$ cat config.mk
export PLATFORM = sky130hd
export DESIGN_NAME = load_store_unit
export DESIGN_NICKNAME = d
export VERILOG_FILES = /design/src/rtl/lsu_pkg.sv /design/src/rtl/lsu_align.sv /design/src/rtl/load_store_unit.sv
export SDC_FILE = /design/constraint.sdc
export NUM_CORES = 1
export LEC_CHECK = 0
export ABC_CLOCK_PERIOD_IN_PS = 4750
export BUFFER_PORTS_ARGS = -buffer_cell sky130_fd_sc_hd__buf_2
export CORE_MARGIN = 2
export CORE_UTILIZATION = 57
export CTS_BUF_LIST = sky130_fd_sc_hd__clkbuf_16
export CTS_CLUSTER_SIZE = 28
export DETAILED_ROUTE_END_ITERATION = 8
export PLACE_DENSITY = 0.95
export RECOVER_POWER = 25
export SLEW_MARGIN = 40
export SYNTH_ARGS = -nofsm -noshare
export SYNTH_HDL_FRONTEND = slang
export SYNTH_HIERARCHICAL = 1
export SYNTH_SLANG_ARGS = --single-unit
export TNS_END_PERCENT = 5
$ cat constraint.sdc
create_clock -name clk -period 4.75 [get_ports clk]
set_input_delay 0.7125 -clock clk [delete_from_list [all_inputs] [get_ports clk]]
set_output_delay 0.7125 -clock clk [all_outputs]
set_load 0.01 [all_outputs]
$ cat src/rtl/lsu_pkg.sv
// Shared load/store encodings: RV32I size/sign codes, FSM states
// and the access legality check used at accept and response time.
package lsu_pkg;

  localparam logic [2:0] F3_B  = 3'b000;
  localparam logic [2:0] F3_H  = 3'b001;
  localparam logic [2:0] F3_W  = 3'b010;
  localparam logic [2:0] F3_BU = 3'b100;
  localparam logic [2:0] F3_HU = 3'b101;

  typedef enum logic [1:0] {
    S_IDLE  = 2'd0,
    S_READ  = 2'd1,
    S_WRITE = 2'd2,
    S_RESP  = 2'd3
  } lsu_state_e;

  function automatic logic lsu_err(
    input logic       we,
    input logic [2:0] f3,
    input logic [1:0] a
  );
    logic bad_f3;
    logic mis;
    if (we)
      bad_f3 = !(f3 == F3_B || f3 == F3_H || f3 == F3_W);
    else
      bad_f3 = (f3 == 3'b011) || (f3 == 3'b110) ||
               (f3 == 3'b111);
    mis = ((f3[1:0] == 2'b01) && a[0]) ||
          ((f3[1:0] == 2'b10) && (a != 2'b00));
    return bad_f3 || mis;
  endfunction

endpackage

$ cat src/rtl/lsu_align.sv
// Byte-lane datapath: store merge into a read word and
// load lane select with sign/zero extension.
module lsu_align
  import lsu_pkg::*;
(
  input  logic [31:0] word,
  input  logic [1:0]  addr_lo,
  input  logic [2:0]  funct3,
  input  logic [15:0] wdata,
  output logic [31:0] merged,
  output logic [31:0] loaded
);

  logic [7:0]  b;
  logic [15:0] h;

  always_comb begin
    b      = word[{addr_lo, 3'b000} +: 8];
    h      = addr_lo[1] ? word[31:16] : word[15:0];
    merged = word;
    if (funct3[1:0] == 2'b00)
      merged[{addr_lo, 3'b000} +: 8] = wdata[7:0];
    else if (funct3[1:0] == 2'b01)
      merged[{addr_lo[1], 4'b0000} +: 16] = wdata;
  end

  always_comb begin
    loaded = word;
    unique case (1'b1)
      funct3 == F3_B:  loaded = {{24{b[7]}}, b};
      funct3 == F3_H:  loaded = {{16{h[15]}}, h};
      funct3 == F3_BU: loaded = {24'h0, b};
      funct3 == F3_HU: loaded = {16'h0, h};
      default:         loaded = word;
    endcase
  end

endmodule

$ cat src/rtl/load_store_unit.sv
// Multi-cycle RV32I load/store unit: one access at a time,
// read-modify-write for sub-word stores.
module load_store_unit
  import lsu_pkg::*;
#(
  parameter int ADDR_W = 8
) (
  input  logic              clk,
  input  logic              rst_n,
  input  logic              req_valid,
  output logic              req_ready,
  input  logic              req_we,
  input  logic [2:0]        req_funct3,
  input  logic [31:0]       req_addr,
  input  logic [31:0]       req_wdata,
  output logic              rsp_valid,
  output logic [31:0]       rsp_rdata,
  output logic              rsp_err,
  output logic              mem_we,
  output logic [ADDR_W-1:0] mem_addr,
  output logic [31:0]       mem_wdata,
  input  logic [31:0]       mem_rdata
);

  lsu_state_e state, state_nx;

  logic              we_q;
  logic [2:0]        f3_q;
  logic [ADDR_W+1:0] addr_q;
  logic [31:0]       wdata_q;
  logic [31:0]       word_q;
  logic              err_q;
  logic              req_err;
  logic [31:0]       merged;
  logic [31:0]       loaded;

  // Upper address bits wrap; they never reach memory.
  logic unused_addr;
  assign unused_addr = ^req_addr[31:ADDR_W+2];

  assign req_err  = lsu_err(req_we, req_funct3, req_addr[1:0]);
  assign err_q    = lsu_err(we_q, f3_q, addr_q[1:0]);
  assign mem_addr = addr_q[ADDR_W+1:2];

  lsu_align u_align (
    .word    (word_q),
    .addr_lo (addr_q[1:0]),
    .funct3  (f3_q),
    .wdata   (wdata_q[15:0]),
    .merged  (merged),
    .loaded  (loaded)
  );

  always_ff @(posedge clk or negedge rst_n) begin
    if (!rst_n) state <= S_IDLE;
    else        state <= state_nx;
  end

  always_comb begin
    state_nx = state;
    unique case (state)
      S_IDLE:
        if (req_valid) begin
          if (req_err)
            state_nx = S_RESP;
          else if (req_we && req_funct3 == F3_W)
            state_nx = S_WRITE;
          else
            state_nx = S_READ;
        end
      S_READ:  state_nx = we_q ? S_WRITE : S_RESP;
      S_WRITE: state_nx = S_RESP;
      S_RESP:  state_nx = S_IDLE;
      default: state_nx = S_IDLE;
    endcase
  end

  always_comb begin
    req_ready = (state == S_IDLE);
    mem_we    = (state == S_WRITE);
    rsp_valid = (state == S_RESP);
    rsp_err   = 1'b0;
    rsp_rdata = 32'h0;
    mem_wdata = 32'h0;
    if (state == S_WRITE)
      mem_wdata = (f3_q == F3_W) ? wdata_q : merged;
    if (state == S_RESP) begin
      rsp_err = err_q;
      if (!we_q && !err_q)
        rsp_rdata = loaded;
    end
  end

  always_ff @(posedge clk or negedge rst_n) begin
    if (!rst_n) begin
      we_q    <= 1'b0;
      f3_q    <= 3'b000;
      addr_q  <= '0;
      wdata_q <= 32'h0;
      word_q  <= 32'h0;
    end else begin
      if (state == S_IDLE && req_valid) begin
        we_q    <= req_we;
        f3_q    <= req_funct3;
        addr_q  <= req_addr[ADDR_W+1:0];
        wdata_q <= req_wdata;
      end
      if (state == S_READ)
        word_q <= mem_rdata;
    end
  end

endmodule

==> Flow_metrics.wiki <==
{| class="wikitable"
! Metric !! Value
|-
| Run status || finished clean
|-
| Die X || 105 microns
|-
| Worst reg2reg setup slack || 2.89 ns
|-
| Post-route DRC violation count || 0
|-
| Post-synthesis average cell area || 9.75 sq um
|-
| Clock power frac || 0.131
|-
| Path category of the worst min-delay check || in -> async
|-
| Fill cells || 780
|-
| Setup crit start kind || register
|-
| Buffers from clock root to sink, at most || 2
|-
| Element type at the critical path end || output pin
|-
| Total setup violations reported at the end of the flow || 0
|-
| Final critical path time including I/O delays and setup || 3.62 ns
|-
| Overflow after GRT || 0
|-
| Cell type contributing the most total cell area after synthesis || sky130_fd_sc_hd__dfrtp_1
|-
| Number of vias after detailed routing || 5387
|-
| Post-layout total power || 5.46 mW
|-
| Vias in the first global route || 5303
|-
| Switching part of the total || 0.465
|-
| Number of enable flip-flop cells after synthesis || 0
|-
| Maximum level of the CTS H-tree || 3
|-
| Site Rows || 36
|-
| Area of the core || 9820 sq um
|-
| DRT Wirelength || 17100 microns
|-
| Fmax || 0.276 GHz
|-
| Internal || 2.92 mW
|-
| Share of layout cells above drive strength 1 || 0.395
|-
| Net count of the mapped netlist || 704
|-
| Worst Setup Path Type || reg -> out
|-
| Switching power || 2.54 mW
|-
| Placed wire-length estimate after detailed placement || 12400 microns
|-
| Antenna Cells || 0
|-
| Clock-pin slew on the worst setup and hold paths || 0.06 ns
|-
| Sequential area share after synthesis || 0.347
|-
| # resized after CTS || 0
|-
| Initial Utilization || 0.588
|-
| Source-to-sink clock delay at the later pin of the worst-skew pair || 0.34 ns
|-
| Number of distinct standard cells referenced by the synthesized netlist || 49
|-
| I/O pin count || 179
|-
| Arrival time at the worst endpoint || 2.91 ns
|-
| Antenna violations before repair || 0
|-
| Highest net fanout along the worst path || 39
|-
| DR vias/cell || 6.38
|-
| Accumulated negative setup slack || 0 ns
|-
| Wire length of the first global-routing pass || 28000 microns
|-
| Detailed-route wire length per cell || 20.3 microns
|-
| Required time of the worst setup path || 4.04 ns
|-
| # port buffers || 156
|-
| Total GRT Usage || 0.322
|-
| Lkg Pwr || 3.15 nW
|-
| Unrepaired setup endpoints after global routing || false
|-
| Final clock period utilization by the worst path || 0.762
|-
| Final Net Count || 818
|-
| Worst vdd rail ir drop || 0.000418 V
|-
| Power per Cell Area || 811 nW/um^2
|-
| Hold Fails Final Rpt || 0
|-
| Most common flop cell mapped by yosys || sky130_fd_sc_hd__dfrtp_1
|-
| Sequential share of power || 0.288
|-
| Iteration-0 DRC Markers || 764
|-
| TritonCTS clock tree || yes
|-
| Area growth from synthesis to final layout || 16.6%
|-
| Slew Limit Fails || 0
|-
| Largest net degree at the start of global routing || 81
|-
| Placer congestion estimate || 0.961
|-
| Portion of synthesized cell area occupied by the leading cell type || 0.347
|-
| Root cell of the clock tree || sky130_fd_sc_hd__clkbuf_16
|-
| Gate count after technology mapping || 592
|-
| Async set-reset flop share out of synthesis || 1.00
|-
| Netlist Area Pre-Place || 5770 sq um
|-
| Headroom to the max-slew limit || 0.514
|-
| Number of clock buffers inserted by TritonCTS || 9
|-
| Gate power share || 0.581
|-
| Clock tree sinks || 80
|-
| Worst-case clock skew || 0.00529 ns
|-
| Post-route antenna net violation count || 0
|-
| Area of the die || 10900 sq um
|-
| CTS Hold Buffers Added || 0
|-
| Leading cell types by total area after synthesis || sky130_fd_sc_hd__dfrtp_1 35%, sky130_fd_sc_hd__mux2_2 16%, sky130_fd_sc_hd__nand2_1 5.3%
|-
| Max-cap violations || 0
|-
| Length of the first detailed-routing pass in iterations || 7
|-
| Die Y-Extent || 105 microns
|-
| Worst Tran Pin Value || 0.729 ns
|-
| Ys Warns || 6
|-
| Post-CTS setup repair buffer count || 0
|-
| Register bit total from synthesis || 80
|}
==> stage by stage <==
step                instances  worst slack, ns   util  cell area (sq um)  hold slack [ns]
floorplan                 592             1.65      -               5770            0.417
global placement          828             1.68  0.652               6410            0.486
detailed placement        828             1.62  0.654               6420            0.493
CTS                       844             1.24  0.685               6720            0.438
global route              844            0.989  0.685               6730            0.480
finish                    844             1.13  0.685               6730            0.418
==> layout by cell type (no fill, tap or decap), types with 16 or more instances in the layout <==
cell,count
sky130_fd_sc_hd__a21boi_0,32
sky130_fd_sc_hd__a21oi_1,24
sky130_fd_sc_hd__a22o_1,16
sky130_fd_sc_hd__and2_1,33
sky130_fd_sc_hd__buf_2,155
sky130_fd_sc_hd__dfrtp_1,80
sky130_fd_sc_hd__inv_1,29
sky130_fd_sc_hd__mux2_2,81
sky130_fd_sc_hd__nand2_1,80
sky130_fd_sc_hd__nand3_1,17
sky130_fd_sc_hd__o22ai_1,17
==> logic make-up (layout without fill, tap and decap cells) <==
logic type | Yosys count | count (layout) | share of synthesized area
and+or+nand+nor | 164 | 164 | 0.142
adders and majority gates | 9 | 9 | 0.0195
buffers and inverters | 87 | 206 | 0.0826
DFF | 80 | 80 | 0.347
muxes | 92 | 92 | 0.182
AOI/OAI and AO/OA | 160 | 160 | 0.226
==> cells in the mapped netlist, types with 14 or more instances <==
library cell,instances
sky130_fd_sc_hd__a21boi_0,32
sky130_fd_sc_hd__a21oi_1,24
sky130_fd_sc_hd__a222oi_1,15
sky130_fd_sc_hd__a22o_1,16
sky130_fd_sc_hd__and2_1,33
sky130_fd_sc_hd__buf_2,21
sky130_fd_sc_hd__buf_4,14
sky130_fd_sc_hd__clkbuf_1,17
sky130_fd_sc_hd__dfrtp_1,80
sky130_fd_sc_hd__inv_1,26
sky130_fd_sc_hd__mux2_2,81
sky130_fd_sc_hd__nand2_1,81
sky130_fd_sc_hd__nand3_1,17
sky130_fd_sc_hd__o22ai_1,17
==> power groups by stage <==
| stage | sequential (mW) | combinational, mW | clock [mW] |
|---|---|---|---|
| 3_3_place_gp | 1.51 | 2.99 | 0 |
| 4_1_cts | 1.54 | 3.12 | 0.726 |
| 5_1_grt | 1.60 | 3.46 | 0.753 |
| 2_1_floorplan | 1.32 | 2.51 | 0 |
| 6_report | 1.57 | 3.17 | 0.713 |
| 3_5_place_dp | 1.55 | 3.10 | 0 |
==> final cells by class <==
type,instances,area (sq um),share of cell area
Multi-Input combinational cell,425,3310,0.492
Sequential cell,80,2000,0.298
Timing Repair Buffer,163,840,0.125
Clock buffer,9,225,0.0335
Tap cell,133,166,0.0247
Inverter,27,104,0.0154
Clock inverter,7,80.1,0.0119
==> flip-flops by register name, indices dropped and copies added (netlist names) <==
register and count:
addr_q 10, we_q 1, wdata_q 32, f3_q 3
word_q 32, state 2
==> worst paths after layout <==
path | start | endpoint | depth (start not counted)
max reg2reg | state[0] | wdata_q[18] | 4
min in group clk | addr_q[2] | addr_q[2] | 1
min | rst_n | wdata_q[30] | 1
min reg2reg | addr_q[2] | addr_q[2] | 1
max | f3_q[1] | mem_wdata[7] | 7
max in group asynchronous | rst_n | word_q[10] | 1
==> per-layer routing <==
| metal | wire [microns] | global-route usage | part of all wire |
|---|---|---|---|
| met3 | 1810 | 0.0823 | 0.11 |
| met5 | 0 | 0 | 0 |
| met1 | 6900 | 0.431 | 0.40 |
| met4 | 641 | 0.139 | 0.037 |
| met2 | 7760 | 0.497 | 0.45 |
==> critical path, stage by stage (launching register included) <==
cell and delay [ns]:
sky130_fd_sc_hd__dfrtp_1 0.53, sky130_fd_sc_hd__buf_4 0.43, sky130_fd_sc_hd__nor2_1 0.19, sky130_fd_sc_hd__a21oi_1 0.60
sky130_fd_sc_hd__a22o_1 0.28, sky130_fd_sc_hd__nand2_1 0.05, sky130_fd_sc_hd__a21boi_0 0.29, sky130_fd_sc_hd__buf_2 0.19
Note: power is estimated with default switching activity, not from simulation.
